### src/rtl/wbc_pvic.sv
// wbc_pvic: prioritised vectored interrupt controller with a Wishbone vector-fetch port.
// Define WBC_PVIC_PASSIVE_EN to answer a fetch that finds no request with the PASSIVE vector.
module wbc_pvic #(
  parameter int           N    = 8,
  parameter int           LW   = 3,
  parameter logic [N-1:0] EDGE = {N{1'b0}}
`ifdef WBC_PVIC_PASSIVE_EN
  ,
  parameter logic [15:0]  PASSIVE = 16'o000000
`endif
) (
  input  logic            wb_clk_i,
  input  logic            wb_rst_i,
  output logic            wb_irq_o,
  output logic [15:0]     wb_dat_o,
  input  logic            wb_stb_i,
  output logic            wb_ack_o,
  input  logic            wb_una_i,
  output logic [LW-1:0]   wb_lvl_o,
  input  logic [15:0]     rsel,
  input  logic [LW-1:0]   cpu_pri,
  input  logic [N*16-1:0] ivec,
  input  logic [N*LW-1:0] ipri,
  input  logic [N-1:0]    imask,
  input  logic [N-1:0]    ireq,
  output logic [N-1:0]    iack
);

  localparam int IW = (N > 1) ? $clog2(N) : 1;

  typedef enum logic [1:0] {S_IDLE, S_ACK, S_DONE} state_t;

  state_t        state_q, state_d;
  logic [N-1:0]  ireq_q, flag_q, flag_d, iack_q, iack_d, pend, elig;
  logic          irq_q, irq_d, ack_q, ack_d;
  logic [15:0]   dat_q, dat_d;
  logic [LW-1:0] lvl_q, lvl_d, nlvl_q, nlvl_d, win_lvl;
  logic [IW-1:0] nvec_q, nvec_d, win_idx;
  logic [LW-1:0] pri_w [N];

  // Flags run on every channel so a set and an iack clear collide identically; only EDGE channels use them.
  assign flag_d = (flag_q & ~iack_q) | (ireq & ~ireq_q);

  generate
    for (genvar gi = 0; gi < N; gi++) begin : g_ch
      assign pri_w[gi] = ipri[gi*LW +: LW];
      assign pend[gi]  = EDGE[gi] ? flag_q[gi] : ireq[gi];
      assign elig[gi]  = pend[gi] & ~imask[gi] & (pri_w[gi] > cpu_pri);
    end
  endgenerate

  // Eligible levels are always nonzero, so starting from 0 needs no separate "found" flag.
  always_comb begin
    win_idx = '0;
    win_lvl = '0;
    for (int i = 0; i < N; i++) begin
      if (elig[i] && (pri_w[i] > win_lvl)) begin
        win_idx = IW'(i);
        win_lvl = pri_w[i];
      end
    end
  end

  always_comb begin
    state_d = state_q;
    irq_d   = 1'b0;
    ack_d   = 1'b0;
    iack_d  = '0;
    dat_d   = dat_q;
    lvl_d   = lvl_q;
    nvec_d  = nvec_q;
    nlvl_d  = nlvl_q;
    case (state_q)
      S_IDLE: begin
        nvec_d = win_idx;
        nlvl_d = win_lvl;
        irq_d  = |elig;
        if (wb_stb_i) begin
          if (wb_una_i) begin
            dat_d   = rsel;
            nvec_d  = nvec_q;
            nlvl_d  = nlvl_q;
            irq_d   = 1'b0;
            state_d = S_ACK;
          end else if (irq_q) begin
            dat_d   = ivec[16*nvec_q +: 16];
            lvl_d   = nlvl_q;
            iack_d  = N'(1) << nvec_q;
            nvec_d  = nvec_q;
            nlvl_d  = nlvl_q;
            irq_d   = 1'b0;
            state_d = S_ACK;
          end
`ifdef WBC_PVIC_PASSIVE_EN
          else begin
            dat_d   = PASSIVE;
            lvl_d   = '0;
            nvec_d  = nvec_q;
            nlvl_d  = nlvl_q;
            irq_d   = 1'b0;
            state_d = S_ACK;
          end
`endif
        end
      end
      S_ACK: begin
        ack_d   = 1'b1;
        state_d = S_DONE;
      end
      S_DONE: begin
        if (!wb_stb_i) state_d = S_IDLE;
      end
      default: state_d = S_IDLE;
    endcase
  end

  always_ff @(posedge wb_clk_i or posedge wb_rst_i) begin
    if (wb_rst_i) begin
      state_q <= S_IDLE;
      ireq_q  <= '0;
      flag_q  <= '0;
      iack_q  <= '0;
      irq_q   <= 1'b0;
      ack_q   <= 1'b0;
      dat_q   <= '0;
      lvl_q   <= '0;
      nvec_q  <= '0;
      nlvl_q  <= '0;
    end else begin
      state_q <= state_d;
      ireq_q  <= ireq;
      flag_q  <= flag_d;
      iack_q  <= iack_d;
      irq_q   <= irq_d;
      ack_q   <= ack_d;
      dat_q   <= dat_d;
      lvl_q   <= lvl_d;
      nvec_q  <= nvec_d;
      nlvl_q  <= nlvl_d;
    end
  end

  assign wb_irq_o = irq_q;
  assign wb_ack_o = ack_q;
  assign wb_dat_o = dat_q;
  assign wb_lvl_o = lvl_q;
  assign iack     = iack_q;

endmodule
### config.mk
export PLATFORM = sky130hd
export DESIGN_NAME = wbc_pvic
export DESIGN_NICKNAME = d
export VERILOG_FILES = /design/src/rtl/wbc_pvic.sv
export SDC_FILE = /design/constraint.sdc
export NUM_CORES = 1
export LEC_CHECK = 0
export ABC_AREA = 0
export BUFFER_PORTS_ARGS = -buffer_cell sky130_fd_sc_hd__buf_2
export CORE_ASPECT_RATIO = 1.25
export CORE_UTILIZATION = 50
export DETAILED_ROUTE_END_ITERATION = 10
export HOLD_SLACK_MARGIN = 0.02
export PLACE_DENSITY = 0.95
export SYNTH_ARGS = -nofsm -noshare
export SYNTH_HDL_FRONTEND = slang
export SYNTH_SLANG_ARGS = --single-unit
### constraint.sdc
create_clock -name wb_clk_i -period 7.12 [get_ports wb_clk_i]
set_input_delay 1.068 -clock wb_clk_i [delete_from_list [all_inputs] [get_ports wb_clk_i]]
set_output_delay 1.068 -clock wb_clk_i [all_outputs]
set_load 0.02 [all_outputs]
==> impl_metrics.env <==
export IMPL_synth_cell_area_sq_mm=0.00414
export IMPL_leakage_nw=3.34
export IMPL_ys_warn_count=0
export IMPL_dieWidth_microns=83.4
export IMPL_arrival_ns=11.40
export IMPL_antenna_cells=0
export IMPL_ir_drop_v=0.000190
export IMPL_area_growth_pct=59.8
export IMPL_drv_slew=0
export IMPL_fin_crit_ns=11.19
export IMPL_synth_async_reset_ratio_pct=100
export IMPL_fin_skew_ns=0.00215
export IMPL_syn_avg_cell_area_sq_um=9.39
export IMPL_port_buffers=219
export IMPL_clk_pin_slew_ns=0.07
export IMPL_clock_root_buffer="clkbuf_8"
export IMPL_crit_type="in -> reg"
export IMPL_seq_area_frac_synth_pct=22.4
export IMPL_fin_cells=852
export IMPL_grt_overflow_total=0
export IMPL_vias=5445
export IMPL_grt_max_degree=39
export IMPL_clk_latency_ns=0.29
export IMPL_drtPass1Iterations=5
export IMPL_drt_iter0_markers=501
export IMPL_core_sq_mm=0.00793
export IMPL_whs_ns=0.483
export IMPL_gp_congestion=0.937
export IMPL_hpwlAfterDp_mm=13.5
export IMPL_grt_pass1_wl_mm=27.9
export IMPL_ys_flop_type="dfrtp_1"
export IMPL_synth_cells=441
export IMPL_max_freq_ghz=0.0894
export IMPL_synth_cell_types=68
export IMPL_ioPinCount=220
export IMPL_cp_top_family="compound AO/OA/AOI/OAI gates"
export IMPL_antenna_found_initial=0
export IMPL_via_per_inst=6.39
export IMPL_fin_nets=985
export IMPL_gr_usage_all_layers_pct=41.0
export IMPL_worstMarginPinSlew_ns=1.13
export IMPL_cpPeakStageDelay_ns=0.38
export IMPL_cpMostUsedCell="ha_4"
export IMPL_slew_headroom_pct=24.7
export IMPL_cts_tree="done"
export IMPL_cp_slowest_cell="a211oi_2"
export IMPL_outcome="finished, violations left"
export IMPL_endpoint_kind="flop"
export IMPL_drc=0
export IMPL_fp_row_count=36
export IMPL_dp_cells=801
export IMPL_crit_path_start_kind="input port"
export IMPL_cts_max_level=2
export IMPL_crit_buf_inv=5
export IMPL_drive_above_1_share_pct=59.4
export IMPL_setup_ws_ns=-4.07
export IMPL_setup_violations=6
export IMPL_p_per_area_mw_per_mm2=234
export IMPL_min_delay_path_class="reg -> reg"
export IMPL_ys_ff_latch=37
export IMPL_pre_cts_ws_ns=-3.85
export IMPL_required_ns=7.33
export IMPL_die_area_sq_mm=0.00865
export IMPL_clk_path_buf_depth=2
export IMPL_hold_viol_final=0
export IMPL_violations="setup timing"
export IMPL_rsz0062_at_grt="yes"
export IMPL_clock_sinks=37
export IMPL_grt_pass1_vias=5694
export IMPL_routed_wirelength_mm=19.1
export IMPL_die_y_microns=104
export IMPL_fin_crit_sh_pct=157
export IMPL_maxCapViolations=0
export IMPL_ant_nets=0
export IMPL_synth_edff_count=0
export IMPL_wl_per_cell_microns=22.4
export IMPL_start_util_pct=52.2
export IMPL_crit_fanout=4
export IMPL_cts_buffers=5
export IMPL_syn_num_nets=670
## metal layers
| layer | vias up | GRT usage [%] | share of wire, % | wire length [microns] |
|---|---|---|---|---|
| li1 | 2315 | - | - | - |
| met3 | 134 | 16.2 | 12 | 2380 |
| met5 | - | 0 | 0 | 0 |
| met1 | 2548 | 40.2 | 31 | 5950 |
| met4 | 0 | 25.7 | 6.6 | 1270 |
| met2 | 448 | 71.4 | 50 | 9520 |
## tightest hold or removal path: cells and delay by family, from the launching register on
family | cells | cell delay [ns]
flops | 1 | 0.34
compound gates | 1 | 0.06
simple gates | 1 | 0.05
## cell type report
cell class | count | area [sq um]
Clock buffer | 7 | 96.3
Clock inverter | 1 | 5.00
Fill cell | 459 | 1310
Inverter | 27 | 109
Multi-Input combinational cell | 357 | 3430
Sequential cell | 37 | 927
Tap cell | 95 | 119
Timing Repair Buffer | 328 | 1930
## power breakdown
part / total [mW] / switching (mW) / internal, mW / leakage [nW]
Combinational: 1.04 / 0.534 / 0.502 / 2.81
Sequential: 0.354 / 0.0715 / 0.283 / 0.478
Clock: 0.160 / 0.0721 / 0.0874 / 0.0542
## timing repair
item | CTS | global route
endpoints found under the setup margin | 6 | 6
hold buffers | 0 | 0
setup buffers | 33 | 10
pin swaps | 37 | 38
resized for setup | 15 | 22
endpoints found under the hold margin | 0 | 0
## state kept, by name, indices dropped and copies added (netlist names)
name / cells
iack: 8
nlvl_q: 3
nvec_q: 3
state_q: 2
wb_ack_o: 1
wb_dat_o: 16
wb_irq_o: 1
wb_lvl_o: 3
## worst paths after layout
path                        startpoint           end  slack, ns  cells after the start
min reg2reg                wb_dat_o[7]   wb_dat_o[7]       0.48                      2
max in group asynchronous     wb_rst_i     nvec_q[0]       5.89                      3
min                        wb_dat_o[7]   wb_dat_o[7]       0.48                      2
max                         cpu_pri[2]     nlvl_q[0]      -4.07                     57
max reg2reg                  nvec_q[0]  wb_dat_o[11]       5.04                      6
min in group asynchronous     wb_rst_i       iack[7]       0.88                      3
## cells in the final DEF (no fill, tap or decap), drive strengths merged, types with 3 or more instances in the layout
cell     instances
buf            328
nand2           46
ha              38
dfrtp           37
a21oi           34
mux4            32
nor2            27
inv             25
o21ai           25
mux2i           17
a21o            11
nand3           11
and2             9
and3             8
nor3             8
clkbuf           7
a31oi            7
a211oi           7
nor4b            6
nand3b           5
nand2b           5
o211ai           5
nor2b            5
or2              5
o2111ai          4
a311oi           3
nand4            3
mux2             3
nor4             3
a31o             3
maj3             3
## synthesized netlist by cell type (5+ instances only)
cell type,n,area (sq um)
a21o_1,11,82.6
a21oi_1,34,170
a31oi_1,6,37.5
and2_1,9,56.3
and3_1,8,50.1
buf_1,6,22.5
clkbuf_1,13,48.8
dfrtp_1,37,926
ha_1,38,475
inv_1,27,101
mux2i_1,16,160
mux4_2,32,721
nand2_1,45,169
nand2b_1,5,31.3
nand3_1,10,50.1
nand3b_1,5,37.5
nor2_1,27,101
nor2b_1,5,31.3
nor3_1,6,30.0
o21ai_0,22,110
## logic make-up after synthesis
family | Yosys count | synth area share, %
adder cells (fa/ha/maj) | 41 | 12.2
flip-flops | 37 | 22.4
buffers and inverters | 47 | 4.29
AND/OR/NAND/NOR | 146 | 18.9
AO/OA/AOI/OAI | 118 | 19.8
multiplexers | 52 | 22.4
## stage by stage
stage | utilization [%] | power (mW) | TNS, ns | area [sq um]
after CTS | 81.1 | 1.48 | -19.26 | 6430
after floorplan | - | 0.982 | -20.02 | 4370
final | 83.5 | 1.55 | -23.82 | 6620
after detailed placement | 75.7 | 1.28 | -22.85 | 6000
after global routing | 83.5 | 1.65 | -25.95 | 6620
after global placement | 75.7 | 1.23 | -18.72 | 6000
No activity file was read; power rests on OpenSTA's default activity.
